$ cat config.mk
export PLATFORM = sky130hd
export DESIGN_NAME = joypad_port
export DESIGN_NICKNAME = d
export VERILOG_FILES = /design/src/rtl/joypad_port.sv
export SDC_FILE = /design/constraint.sdc
export NUM_CORES = 1
export LEC_CHECK = 0
export ABC_AREA = 1
export CORE_AREA = 2 2 45 79
export CTS_BUF_LIST = sky130_fd_sc_hd__clkbuf_4 sky130_fd_sc_hd__clkbuf_8
export CTS_CLUSTER_SIZE = 24
export DETAILED_ROUTE_END_ITERATION = 12
export DIE_AREA = 0 0 47 81
export HOLD_SLACK_MARGIN = 0.02
export PLACE_DENSITY = 0.79
export SLEW_MARGIN = 15
export SYNTH_ARGS = -nofsm -noshare
export SYNTH_HDL_FRONTEND = slang
export SYNTH_SLANG_ARGS = --single-unit
$ cat constraint.sdc
create_clock -name clk -period 1.8 [get_ports clk]
set_clock_uncertainty 0.15 [all_clocks]
set_input_delay 0.36 -clock clk [delete_from_list [all_inputs] [get_ports clk]]
set_output_delay 0.36 -clock clk [all_outputs]
set_load 0.02 [all_outputs]
$ cat src/rtl/joypad_port.sv
// NES controller port ($4016/$4017) fed by PS/2 make/break events.
// Tracks eight held buttons and serves the strobe-then-shift serial read protocol.
module joypad_port #(
    parameter logic [7:0] KEY_A          = 8'h42,
    parameter logic [7:0] KEY_B          = 8'h3B,
    parameter logic [7:0] KEY_SEL        = 8'h59,
    parameter logic [7:0] KEY_START      = 8'h5A,
    parameter logic [7:0] KEY_UP         = 8'h1D,
    parameter logic [7:0] KEY_DOWN       = 8'h1B,
    parameter logic [7:0] KEY_LEFT       = 8'h1C,
    parameter logic [7:0] KEY_RIGHT      = 8'h23,
    parameter bit         BLOCK_OPPOSING = 1'b1
) (
    input  logic       clk,
    input  logic       nres,
    input  logic [7:0] keyCode,
    input  logic       press,
    input  logic       cpu_en,
    input  logic       cs,
    input  logic       addr0,
    input  logic       rw,
    input  logic [7:0] data_in,
    output logic [7:0] data_out,
    output logic [7:0] keystates
);

    logic [8:0] r_prev;
    logic [7:0] r_raw;
    logic [7:0] r_keys;
    logic       r_strobe;
    logic [7:0] r_shreg;

    logic       w_event;
    logic [7:0] w_raw_next;
    logic       w_wr_strobe;
    logic       w_rd_port1;
    logic       w_unused_data;

    // Pressing both directions of an axis is impossible on a real pad; report neither.
    function automatic logic [7:0] filter_opposing(input logic [7:0] raw);
        logic [7:0] f;
        f = raw;
        if (BLOCK_OPPOSING) begin
            if (raw[4] && raw[5]) begin
                f[5:4] = 2'b00;
            end else begin
                f[5:4] = raw[5:4];
            end
            if (raw[6] && raw[7]) begin
                f[7:6] = 2'b00;
            end else begin
                f[7:6] = raw[7:6];
            end
        end else begin
            f = raw;
        end
        return f;
    endfunction

    assign w_unused_data = ^data_in[7:1];
    assign w_event       = ({keyCode, press} != r_prev);
    assign w_wr_strobe   = cpu_en & cs & ~rw & ~addr0;
    assign w_rd_port1    = cpu_en & cs & rw & ~addr0;

    // Next raw button vector: only a changed {keyCode, press} pair touches a button.
    always_comb begin
        w_raw_next = r_raw;
        if (w_event) begin
            case (keyCode)
                KEY_A:     w_raw_next[0] = press;
                KEY_B:     w_raw_next[1] = press;
                KEY_SEL:   w_raw_next[2] = press;
                KEY_START: w_raw_next[3] = press;
                KEY_UP:    w_raw_next[4] = press;
                KEY_DOWN:  w_raw_next[5] = press;
                KEY_LEFT:  w_raw_next[6] = press;
                KEY_RIGHT: w_raw_next[7] = press;
                default:   w_raw_next = r_raw;
            endcase
        end else begin
            w_raw_next = r_raw;
        end
    end

    // Button state, strobe latch and serial shift register.
    always_ff @(posedge clk) begin
        if (!nres) begin
            r_prev   <= {keyCode, press};
            r_raw    <= 8'h00;
            r_keys   <= 8'h00;
            r_strobe <= 1'b0;
            r_shreg  <= 8'hFF;
        end else begin
            r_prev <= {keyCode, press};
            r_raw  <= w_raw_next;
            r_keys <= filter_opposing(w_raw_next);
            if (w_wr_strobe) begin
                r_strobe <= data_in[0];
            end else begin
                r_strobe <= r_strobe;
            end
            // Reload sees the current keystates, so a same-cycle key event lands one cycle later.
            if (r_strobe) begin
                r_shreg <= r_keys;
            end else if (w_rd_port1) begin
                r_shreg <= {1'b1, r_shreg[7:1]};
            end else begin
                r_shreg <= r_shreg;
            end
        end
    end

    // Read mux; upper bits mimic the $40 open-bus value.
    always_comb begin
        if (addr0) begin
            data_out = 8'h40;
        end else if (r_strobe) begin
            data_out = {7'b0100000, r_keys[0]};
        end else begin
            data_out = {7'b0100000, r_shreg[0]};
        end
    end

    assign keystates = r_keys;

endmodule
==> key figures, run 1 <==
Routing
  – DRC: 0
  – Vias/cell: 4.74
  – Final ANT Viol Nets: 0
  – Via count: between 1000 and 1500
  – Avg WL per Cell: 10.8 um
  – Pre-Repair DR Iteration Count: 4
  – First DRT Iteration DRCs: 27
  – WL final: between 3 and 4 mm

Synth
  – FF+latch count, synth: 30
  – Post-synthesis sequential area ratio: 0.390
  – Yosys cell types: 28
  – Post-Synthesis Cells: between 200 and 250
  – Synthesized area: 1540 um2
  – Syn. warnings: 0
  – Avg Cell Area, Syn: between 7 and 8 um2

Worst setup path
  – Worst path slowest cell: clkdlybuf4s50_1
  – Worst Setup End Kind: output port
  – Worst Path Buf+Inv: 1
  – Critical Path AT: between 1 and 1.5 ns
  – Critical path type: reg -> out
  – Worst Path Max Fanout: 3
  – Worst path max stage delay: 0.61 ns
  – Setup crit start kind: flip-flop
  – CP delay by family, top: buffers and inverters
  – Sequence of cells on the critical path: clkdlybuf4s50_1
  – WP data required: 1.29 ns

Flow run
  – Max Cap Viol: 0

Clocking
  – Worst-path clk slew: 0.06 ns
  – TritonCTS clock tree: built
  – CTS Buffer Depth: 2
  – Clock latency on the worst-skew pair: 0.29 ns
  – CTS Hold Buffers Added: 0
  – Total CTS buffers: 5
  – CTS Root Cell: clkbuf_8
  – H-tree levels: 2
  – Clock sink count: 30

STA
  – Final period util: 0.981
  – Final Hold Viols: 0
  – Final number of setup-violating endpoints: 0
  – Min cycle time layout: about 1.8 ns
  – Max Clock Freq: around 0.57 GHz
  – Pins Over Slew Limit: 0

Worst hold path
  – Hold WC Path Type: in -> reg

Outcome
  – Status: complete, no violations

Layout
  – Fillcell total: 306
  – Nets: 281
  – Footprint of the multi-input gates: 754 um2
  – Core Util, Final: 0.622
  – Most frequent cells in the layout: nand2_1, dfxtp_1, inv_1
  – Most common cell after layout, fill and taps aside: nand2_1
  – Ant. Diodes: 0
  – FF+latch area: about 600 um2
  – Finished Layout Cells: ~300
  – Post-Layout Inst Area: 2010 um2
  – Share of cells above drive strength 1: 0.154
  – Layout Area Growth over Synthesis: 30.3%

Placed design
  – Placed insts: 295
  – Dpl cell area: ~1900 um2
  – GP Congestion: ~0.77
  – Final HPWL DP: ~2.5 mm
  – IO buf count: 24

Die
  – Cell Rows: 28
  – Initial core utilization: 0.477
  – Die area: about 3800 um2
  – Ports: 39
  – Core ar.: roughly 3200 um2
  – Die height: between 80 and 90 um
  – Die X: 47 um

Global routing
  – First-pass GRT wire length: about 5.4 mm
  – All-Layer GR Usage: 0.199
  – Overflow left after global routing: 0
  – Pin count of the biggest net entering global routing: 17
  – Vias in the first global route: about 1300
  – Antenna violations before repair: 0

Power and ir drop
  – Leakage power: 1.07 nW
  – PD cells: 738 nW/um2
  – Max IR drop VDD: around 600 uV
[cells by family (layout without fill, tap and decap cells)]
family	Yosys count	count (layout)	share of synthesized area
AOI/OAI and AO/OA	18	18	0.0634
xor gates and xnor gates	7	7	0.0447
other	2	7	0.00488
and+or+nand+nor	117	117	0.353
DFF	30	30	0.390
buffers and inverters	45	80	0.144
[worst paths after layout]
| check | from | end | slack (ns) | cells after the start |
|---|---|---|---|---|
| worst max-delay path | r_raw[2] | keystates[2] | 0.03 | 1 |
| worst min-delay path | keyCode[0] | r_prev[1] | 0.15 | 1 |
| worst max register to register | r_prev[3] | r_raw[6] | 0.38 | 7 |
| worst min register to register | r_shreg[3] | r_shreg[3] | 0.31 | 2 |
[stage by stage]
step | setup slack, ns | total power, mW | setup TNS [ns] | hold slack (ns)
2_1_floorplan | 0.227 | 0.837 | 0 | 0.238
3_3_place_gp | -0.212 | 0.911 | -2.44 | 0.290
3_5_place_dp | -0.250 | 0.917 | -3.03 | 0.303
4_1_cts | 0.0139 | 1.49 | 0 | 0.315
5_1_grt | -0.00662 | 1.54 | -0.00750 | 0.158
6_report | 0.0343 | 1.48 | 0 | 0.151
[per-layer routing]
layer / track usage / vias to the layer above / wire [um]
li1: - / 754 / -
met1: 0.182 / 648 / 1200
met2: 0.375 / 34 / 1880
met3: 0.0400 / 6 / 126
met4: 0.108 / 0 / 85
met5: 0 / - / 0
[Yosys cell counts]
| cell | count | area share |
|---|---|---|
| nand3_1 | 28 | 0.091 |
| nor2_8 | 1 | 0.013 |
| o21ai_0 | 1 | 0.0032 |
| o21ai_1 | 2 | 0.0065 |
| nand2_4 | 1 | 0.0073 |
| nand2_2 | 4 | 0.016 |
| conb_1 | 2 | 0.0049 |
| o22ai_1 | 1 | 0.0041 |
| nor2_4 | 1 | 0.0073 |
| buf_6 | 1 | 0.0073 |
| xnor2_2 | 1 | 0.011 |
| inv_2 | 2 | 0.0049 |
| clkbuf_1 | 1 | 0.0024 |
| nor3_1 | 4 | 0.013 |
| nor4_1 | 2 | 0.0081 |
| xnor2_1 | 6 | 0.034 |
| buf_4 | 12 | 0.059 |
| a31oi_1 | 1 | 0.0041 |
| dfxtp_1 | 30 | 0.39 |
| nor2_1 | 16 | 0.039 |
| a21oi_1 | 11 | 0.036 |
| inv_1 | 29 | 0.071 |
| nand2_1 | 56 | 0.14 |
| nor2_2 | 1 | 0.0041 |
| o211ai_1 | 2 | 0.0098 |
| nand3_2 | 1 | 0.0065 |
| nor3_2 | 1 | 0.0065 |
| nand4_1 | 1 | 0.0041 |
[report_power, final]
| part | internal [mW] | leakage, nW | switching (mW) |
|---|---|---|---|
| clock network | 0.323 | 0.0517 | 0.254 |
| registers | 0.688 | 0.246 | 0.0114 |
| logic | 0.0892 | 0.775 | 0.114 |
| total | 1.10 | 1.07 | 0.380 |
[final cells by class]
cell class / count / share of cell area
Tap cell: 45 / 0.0281
Clock buffer: 7 / 0.0449
Sequential cell: 30 / 0.299
Clock inverter: 1 / 0.00250
Timing Repair Buffer: 41 / 0.191
Multi-Input combinational cell: 149 / 0.376
Inverter: 31 / 0.0580
[flip-flops by register name (all words and copies together), names as in the netlist]
name       flops
r_prev         9
r_raw          8
r_shreg        8
keystates      4
r_strobe       1
[what timing repair did]
action,4_1_cts,5_1_grt
setup buffers,0,1
setup endpoints to repair,1,16
endpoints found under the hold margin,0,0
resized for setup,1,13
pin swaps,0,1
(Power assumes the default switching activity.)
==> inputs of run 2 (changes only) <==
Settings changed: GPL_TIMING_DRIVEN from default to 0.
==> run 2 against run 1 <==
Sequential cell count stayed put. Clock-buffer cell count unchanged. Combinational power decreased by 2%. Die area unchanged. Largest cell class unchanged.
==> key figures, run 2 (synthesis results as in run 1) <==
Clocking
  – Worst-path clk slew: roughly 0.06 ns
  – CTS Root Cell: clkbuf_8
  – Clock sink count: 30
  – CTS Buffer Depth: 2
  – Total CTS buffers: 5
  – Clock latency on the worst-skew pair: roughly 0.28 ns
  – H-tree levels: 2
  – TritonCTS clock tree: built

STA
  – Pins Over Slew Limit: 0
  – Final Hold Viols: 0
  – Max Clock Freq: approximately 0.58 GHz
  – Final period util: 0.963
  – Final number of setup-violating endpoints: 0
  – Unrepaired setup endpoints after global routing: no
  – Min cycle time layout: 1.73 ns

Outcome
  – Status: complete, no violations

Placed design
  – Placed insts: roughly 300
  – GP Congestion: 0.801
  – Final HPWL DP: 2.33 mm
  – IO buf count: 24

Routing
  – Final ANT Viol Nets: 0
  – Pre-Repair DR Iteration Count: 6
  – First DRT Iteration DRCs: 40
  – DRC: 0
  – Via count: 1400
  – WL final: 3.01 mm
  – Avg WL per Cell: around 10 um
  – Vias/cell: 4.59

Layout
  – Core Util, Final: 0.620
  – Share of cells above drive strength 1: 0.158
  – Most common cell after layout, fill and taps aside: nand2_1
  – Largest register FFs: 9
  – Fillcell total: about 310
  – Layout Area Growth over Synthesis: 29.8%
  – Finished Layout Cells: around 300
  – Nets: roughly 280
  – Biggest regs: r_prev: 9 flops, r_raw: 8 flops, r_shreg: 8 flops
  – Most frequent cells in the layout: nand2_1, dfxtp_1, inv_1
  – Ant. Diodes: 0
  – Top reg by flops: r_prev

Global routing
  – Antenna violations before repair: 0
  – Overflow left after global routing: 0
  – Pin count of the biggest net entering global routing: 11
  – First-pass GRT wire length: 5.07 mm
  – All-Layer GR Usage: 0.185
  – Vias in the first global route: about 1300

Flow run
  – Max Cap Viol: 0

Die
  – Initial core utilization: 0.477
  – Die height: about 80 um
  – Ports: 39
  – Cell Rows: 28
  – Die area: approximately 3800 um2
  – Die X: 47 um
  – Core ar.: between 3000 and 4000 um2

Worst setup path
  – Worst Path Buf+Inv: 2
  – Worst path max stage delay: roughly 0.37 ns
  – Setup crit start kind: flip-flop
  – Critical path type: reg -> out
  – Sequence of cells on the critical path: clkbuf_8 > nand2_1 > a21oi_1 > buf_2
  – Worst path slowest cell: dfxtp_1
  – Worst Path Max Fanout: 10
  – WP data required: approximately 1.3 ns
  – CP delay by family, top: flip-flops
  – Worst Setup End Kind: output port
  – Critical Path AT: between 1 and 1.5 ns

Power and ir drop
  – Final Power: around 1.5 mW
  – PD cells: approximately 730 nW/um2
  – Max IR drop VDD: ~640 uV
  – Leakage power: approximately 1.1 nW

Worst hold path
  – Hold WC Path Type: in -> reg
-- run 2: cell count changes in the layout (fill, tap and decap cells not counted), sizes merged --
cell / change
buf: +1
clkdlybuf4s50: -4
dlygate4sd2: +7
dlymetal6s2s: -3
-- run 2: layer usage --
layer | global-route usage | wire [um]
met2 | 0.351 | 1690
met5 | 0 | 0
met3 | 0.0400 | 131
met4 | 0.0944 | 89
met1 | 0.169 | 1090
-- run 2: where the power goes --
group          internal (mW)  leakage (nW)  total, mW  switching (mW)
Clock                  0.322        0.0517      0.557           0.235
Combinational         0.0864         0.771      0.198           0.111
Sequential             0.688         0.246      0.699          0.0108
Total                   1.10          1.07       1.45           0.357
-- run 2: final timing paths --
check | from | to | slack (ns) | depth (start not counted)
max | r_strobe | data_out[0] | 0.07 | 4
min | keyCode[7] | r_prev[8] | 0.13 | 1
max reg2reg | r_prev[3] | r_raw[1] | 0.36 | 7
min reg2reg | r_shreg[0] | r_shreg[0] | 0.31 | 2
-- run 2: per-stage QoR --
stage	instance area (um2)	setup WS, ns	hold slack [ns]	TNS, ns
5_1_grt	2000	0.0126	0.142	0
4_1_cts	1980	0.0154	0.270	0
6_report	2000	0.0662	0.132	0
3_5_place_dp	1850	-0.422	0.296	-5.27
3_3_place_gp	1850	-0.401	0.291	-5.06
2_1_floorplan	1560	0.227	0.238	0
-- run 2: layout make-up --
type	instances	area, um2	share of cell area
Multi-Input combinational cell	149	744	0.373
Sequential cell	30	601	0.301
Timing Repair Buffer	28	269	0.135
Inverter	31	116	0.0583
Buffer	14	115	0.0576
Clock buffer	7	90.1	0.0451
Tap cell	45	56.3	0.0282
Clock inverter	1	5.00	0.00251
-- run 2: repair_timing --
action                                  4_1_cts  5_1_grt
setup buffers                                 4        0
resized for setup                            14        7
hold buffers                                  0        0
endpoints found under the setup margin       13       15
pin swaps                                     2        1
-- run 2: worst reg2reg max path: stages (launching register included) --
cell and delay, ns:
dfxtp_1 0.32, xnor2_2 0.15, nand3_2 0.13, nor2_8 0.16, nand2_4 0.09, buf_6 0.16
a21oi_1 0.12, nor2_1 0.06
